File: config.mk
export PLATFORM = sky130hd
export DESIGN_NAME = branch_sequencer
export DESIGN_NICKNAME = d
export VERILOG_FILES = /design/src/rtl/branch_sequencer.sv
export SDC_FILE = /design/constraint.sdc
export NUM_CORES = 1
export LEC_CHECK = 0
export ABC_AREA = 1
export CAP_MARGIN = 20
export CORE_ASPECT_RATIO = 1.75
export CORE_MARGIN = 2
export CORE_UTILIZATION = 53
export CTS_BUF_LIST = sky130_fd_sc_hd__clkbuf_8
export DETAILED_ROUTE_END_ITERATION = 7
export GPL_TIMING_DRIVEN = 1
export PLACE_DENSITY = 0.83
export SLEW_MARGIN = 20
export SYNTH_ARGS = -nofsm -noshare
export SYNTH_HDL_FRONTEND = slang
export SYNTH_SLANG_ARGS = --single-unit
File: constraint.sdc
create_clock -name clk -period 7.6 [get_ports clk]
set_input_delay 2.28 -clock clk [delete_from_list [all_inputs] [get_ports clk]]
set_output_delay 2.28 -clock clk [all_outputs]
set_load 0.05 [all_outputs]
File: src/rtl/branch_sequencer.sv
// Multi-cycle branch resolution controller: accepts one branch, waits for forwarded
// operands, resolves the condition, redirects fetch on taken and holds a flush window.
module branch_sequencer #(
  parameter int FLUSH_CYCLES = 2,
  parameter int CNT_W        = 16
) (
  input  logic             clk,
  input  logic             reset,
  input  logic             req_valid,
  output logic             req_ready,
  input  logic [3:0]       branchop,
  input  logic [31:0]      pc,
  input  logic [31:0]      imm,
  input  logic             ops_valid,
  input  logic [31:0]      dataS1,
  input  logic [31:0]      dataS2,
  input  logic             kill,
  output logic             stall,
  output logic             resolve_valid,
  output logic             resolve_taken,
  output logic             redirect_valid,
  output logic [31:0]      redirect_pc,
  output logic             flush,
  output logic [CNT_W-1:0] branch_count,
  output logic [CNT_W-1:0] taken_count,
  output logic [1:0]       fsm_state
);

  // Handshake: a request transfers on a rising edge where req_valid && req_ready;
  // req_ready is high only in IDLE and is withheld while kill is asserted.

  typedef enum logic [1:0] {
    IDLE     = 2'd0,
    WAIT_OPS = 2'd1,
    RESOLVE  = 2'd2,
    FLUSH    = 2'd3
  } state_t;

  localparam int FC_W = (FLUSH_CYCLES > 0) ? $clog2(FLUSH_CYCLES + 1) : 1;
  localparam logic [FC_W-1:0] FLUSH_LOAD = FC_W'(FLUSH_CYCLES);

  state_t            state_q, state_d;
  logic [3:0]        op_q;
  logic [31:0]       pc_q;
  logic [31:0]       imm_q;
  logic [31:0]       s1_q;
  logic [31:0]       s2_q;
  logic [FC_W-1:0]   flush_cnt_q;
  logic              cond;
  logic              taken;
  logic              accept;
  logic              ops_take;
  logic              resolve_commit;

  // Condition is computed from registered operands only.
  always_comb begin
    cond = 1'b0;
    case (op_q[2:0])
      3'b000:  cond = (s1_q == s2_q);
      3'b001:  cond = (s1_q != s2_q);
      3'b010:  cond = ($signed(s1_q) <  $signed(s2_q));
      3'b011:  cond = (s1_q <  s2_q);
      3'b100:  cond = ($signed(s1_q) >= $signed(s2_q));
      3'b101:  cond = (s1_q >= s2_q);
      default: cond = 1'b0;
    endcase
  end

  assign taken          = op_q[3] & cond;
  assign accept         = (state_q == IDLE) & req_valid & ~kill;
  assign ops_take       = (state_q == WAIT_OPS) & ops_valid & ~kill;
  assign resolve_commit = (state_q == RESOLVE) & ~kill;

  always_comb begin
    state_d        = state_q;
    req_ready      = 1'b0;
    resolve_valid  = 1'b0;
    resolve_taken  = 1'b0;
    redirect_valid = 1'b0;
    redirect_pc    = 32'd0;
    flush          = 1'b0;
    stall          = (state_q != IDLE);
    case (state_q)
      IDLE: begin
        req_ready = ~kill;
        if (req_valid) state_d = WAIT_OPS;
      end
      WAIT_OPS: begin
        if (ops_valid) state_d = RESOLVE;
      end
      RESOLVE: begin
        resolve_valid  = 1'b1;
        resolve_taken  = taken;
        redirect_valid = taken;
        redirect_pc    = taken ? (pc_q + imm_q) : 32'd0;
        state_d        = (taken && (FLUSH_CYCLES > 0)) ? FLUSH : IDLE;
      end
      FLUSH: begin
        flush = 1'b1;
        if (flush_cnt_q <= FC_W'(1)) state_d = IDLE;
      end
      default: state_d = IDLE;
    endcase
    // Abort overrides everything: no pulses leave a killed RESOLVE cycle.
    if (kill) begin
      state_d        = IDLE;
      resolve_valid  = 1'b0;
      resolve_taken  = 1'b0;
      redirect_valid = 1'b0;
      redirect_pc    = 32'd0;
    end
  end

  always_ff @(posedge clk or posedge reset) begin
    if (reset) begin
      state_q <= IDLE;
    end else begin
      state_q <= state_d;
    end
  end

  always_ff @(posedge clk or posedge reset) begin
    if (reset) begin
      op_q  <= 4'd0;
      pc_q  <= 32'd0;
      imm_q <= 32'd0;
      s1_q  <= 32'd0;
      s2_q  <= 32'd0;
    end else begin
      if (accept) begin
        op_q  <= branchop;
        pc_q  <= pc;
        imm_q <= imm;
      end
      if (ops_take) begin
        s1_q <= dataS1;
        s2_q <= dataS2;
      end
    end
  end

  always_ff @(posedge clk or posedge reset) begin
    if (reset) begin
      flush_cnt_q <= '0;
    end else if ((state_q == RESOLVE) && (state_d == FLUSH)) begin
      flush_cnt_q <= FLUSH_LOAD;
    end else if ((state_q == FLUSH) && (flush_cnt_q != '0)) begin
      flush_cnt_q <= flush_cnt_q - FC_W'(1);
    end
  end

  // Performance counters wrap naturally and survive kill.
  always_ff @(posedge clk or posedge reset) begin
    if (reset) begin
      branch_count <= '0;
      taken_count  <= '0;
    end else if (resolve_commit) begin
      if (op_q[3]) branch_count <= branch_count + CNT_W'(1);
      if (taken)   taken_count  <= taken_count + CNT_W'(1);
    end
  end

  assign fsm_state = state_q;

endmodule

==> results.json <==
{
  "period_share_pct": 92.3,
  "fin_setup_tns_ns": 0,
  "yosys_warnings": 0,
  "switching_share_pct": 36.3,
  "synthCells": 1030,
  "synth.most_common_cell": "nand2_1",
  "first_pass_iters": 4,
  "arrival_ns": 4.73,
  "numPortBuffers": 208,
  "synth_cell_types": 43,
  "seqPwrFrac_pct": 38.3,
  "synth_edf_count": 0,
  "drt-initial-drc-count": 205,
  "numCtsBuffers": 17,
  "synth-seq-cells": 168,
  "yosysTopAreaCellShare_pct": 44.5,
  "pwr-share-comb_pct": 39.4,
  "nets": 1442,
  "synthTopCellsByArea": "dfrtp_1 45%, mux2_2 11%, ha_1 8.9%",
  "power.total_mw": 3.10,
  "power_density_nw_per_um2": 255,
  "setup_viol": 0,
  "hold_viol": 0,
  "synth_top_area_cell": "dfrtp_1",
  "num_vias": 7667,
  "clock_latency_ns": 0.48,
  "grt_max_degree": 110,
  "clkPwrFrac_pct": 22.3,
  "start_kind": "input port",
  "p_switching_mw": 1.13,
  "dp_hpwl_um": 18000,
  "routedWlPerCell_um": 15.6,
  "fmax_ghz": 0.143,
  "fp.coreArea_um2": 17500,
  "internal_power_mw": 1.98,
  "synthFlopType": "dfrtp_1",
  "path_max_fanout": 26,
  "die_h_um": 181,
  "antenna_found_initial": 0,
  "fin_skew_ns": 0.0130,
  "rsz0062_at_grt": "no",
  "vias_per_cell": 5.18,
  "cts-resized-gates": 0,
  "path_class": "in -> out",
  "syn2layout_area_growth_pct": 28.9,
  "layout-drive-gt1-share_pct": 11.8,
  "tightest_slew_ns": 1.05,
  "synthTopCellsByCount": "181 x nand2_1, 168 x dfrtp_1, 125 x nor2_1",
  "critPathCaptureType": "primary output",
  "leakagePower_nw": 5.73,
  "clock_tree.buffer_depth": 2,
  "clkTransAtPathRegs_ns": 0.08,
  "slew_viol_final": 0,
  "grt_pass1_wl_um": 37600,
  "numClockSinks": 168,
  "grt_pass1_vias": 8065,
  "wl_met3_um": 1310,
  "antenna_cells": 0,
  "initial_core_util_pct": 54.1,
  "postCtsSetupBuffers": 0,
  "ys_seq_area_share_pct": 44.5,
  "grt.overflow.total": 0,
  "synth_area_um2": 9440,
  "wl_um": 23100,
  "worstHoldPathType": "reg -> reg",
  "htree_levels": 4,
  "cts_tree": "done",
  "syn-num-nets": 1235,
  "rows": 64,
  "dieArea_um2": 18900,
  "run_status": "completed",
  "met1_length_um": 7830,
  "drc": 0,
  "synthArstFlopShare_pct": 100,
  "required_ns": 5.32,
  "hold_depth": 1,
  "syn_avg_cell_area_um2": 9.16,
  "finalCriticalPeriod_ns": 7.01,
  "top_layer": "met4",
  "clockRootBuffer": "clkbuf_8",
  "drv_cap": 0,
  "r2r_cells": 13,
  "ctsHoldBuffers": 0,
  "ir_worst_vdd_v": 0.000186,
  "gp_congestion": 0.953,
  "gr-usage-all-layers_pct": 25.4,
  "slew_headroom_pct": 30.0,
  "route.met2.wl_um": 13300,
  "die_x_um": 105,
  "ant_nets": 0,
  "ios": 209
}
==> metal layers <==
layer | track usage (%) | up-vias
li1 | - | 3804
met5 | 0 | -
met2 | 50.5 | 205
met1 | 23.3 | 3614
met3 | 6.84 | 44
met4 | 10.9 | 0
==> critical path, stage by stage <==
cell             delay, ns
clkdlybuf4s50_1       0.51
nor2_4                0.23
nand3_4               0.33
inv_4                 0.33
nand2_1               0.11
nor2_1                0.12
clkdlybuf4s50_1       0.81
==> per-stage QoR <==
| step | util [%] | cell area (µm²) | instances | hold WS, ns | setup slack [ns] |
|---|---|---|---|---|---|
| floorplan | - | 9440 | 1030 | 0.480 | 0.773 |
| global placement | 67.2 | 11700 | 1449 | 0.462 | 0.611 |
| detailed placement | 67.2 | 11700 | 1449 | 0.472 | 0.588 |
| CTS | 69.7 | 12200 | 1481 | 0.483 | 0.567 |
| global route | 69.7 | 12200 | 1481 | 0.515 | 0.436 |
| finish | 69.7 | 12200 | 1481 | 0.483 | 0.588 |
==> worst paths after layout <==
path	start	to	slack [ns]
setup / recovery	kill	redirect_pc[2]	0.59
hold / removal	branch_count[15]	branch_count[15]	0.48
setup reg to reg	s1_q[31]	taken_count[11]	4.86
hold reg to reg	branch_count[15]	branch_count[15]	0.48
max in group asynchronous	reset	branch_count[11]	3.86
min in group asynchronous	reset	imm_q[1]	2.41
==> registers in the layout, summed over array words and instances (netlist names) <==
register and count:
flush_cnt_q 2, pc_q 32, branch_count 16, imm_q 32, fsm_state 2, s1_q 32
s2_q 32, op_q 4, taken_count 16
==> final cells by class <==
class                      count  area [µm²]
tap                          231         289
timing repair buffer         212        2110
clock inverter                 9         120
clock buffer                  23         317
inverter                     111         424
sequential                   168        4200
fill                        1416        5290
multi-input combinational    727        4710
==> cell usage in the layout (no fill, tap or decap), drive strengths merged, types with 16 or more instances in the layout <==
cell type / n
ha: 67
clkbuf: 23
inv: 112
nor2: 130
o21ai: 30
nor3: 16
a21oi: 89
clkdlybuf4s50: 207
xnor2: 30
xor2: 21
nand2: 182
nand3: 26
dfrtp: 168
mux2: 96
==> power groups by stage <==
stage | Sequential [mW] | Combinational, mW | Clock [mW]
after floorplan | 1.22 | 0.837 | 0
after global placement | 1.20 | 1.19 | 0
after detailed placement | 1.21 | 1.21 | 0
after CTS | 1.19 | 1.23 | 0.710
after global routing | 1.21 | 1.37 | 0.743
final | 1.19 | 1.22 | 0.693
==> logic make-up after synthesis <==
kind of cell / share of synthesized area, %
flip-flops: 44.5
buffers and inverters: 5.77
AO/OA/AOI/OAI: 8.10
multiplexers: 11.5
XOR/XNOR: 4.73
adder cells (fa/ha/maj): 9.09
AND/OR/NAND/NOR: 16.3
Power figures use the tool's default switching activity.
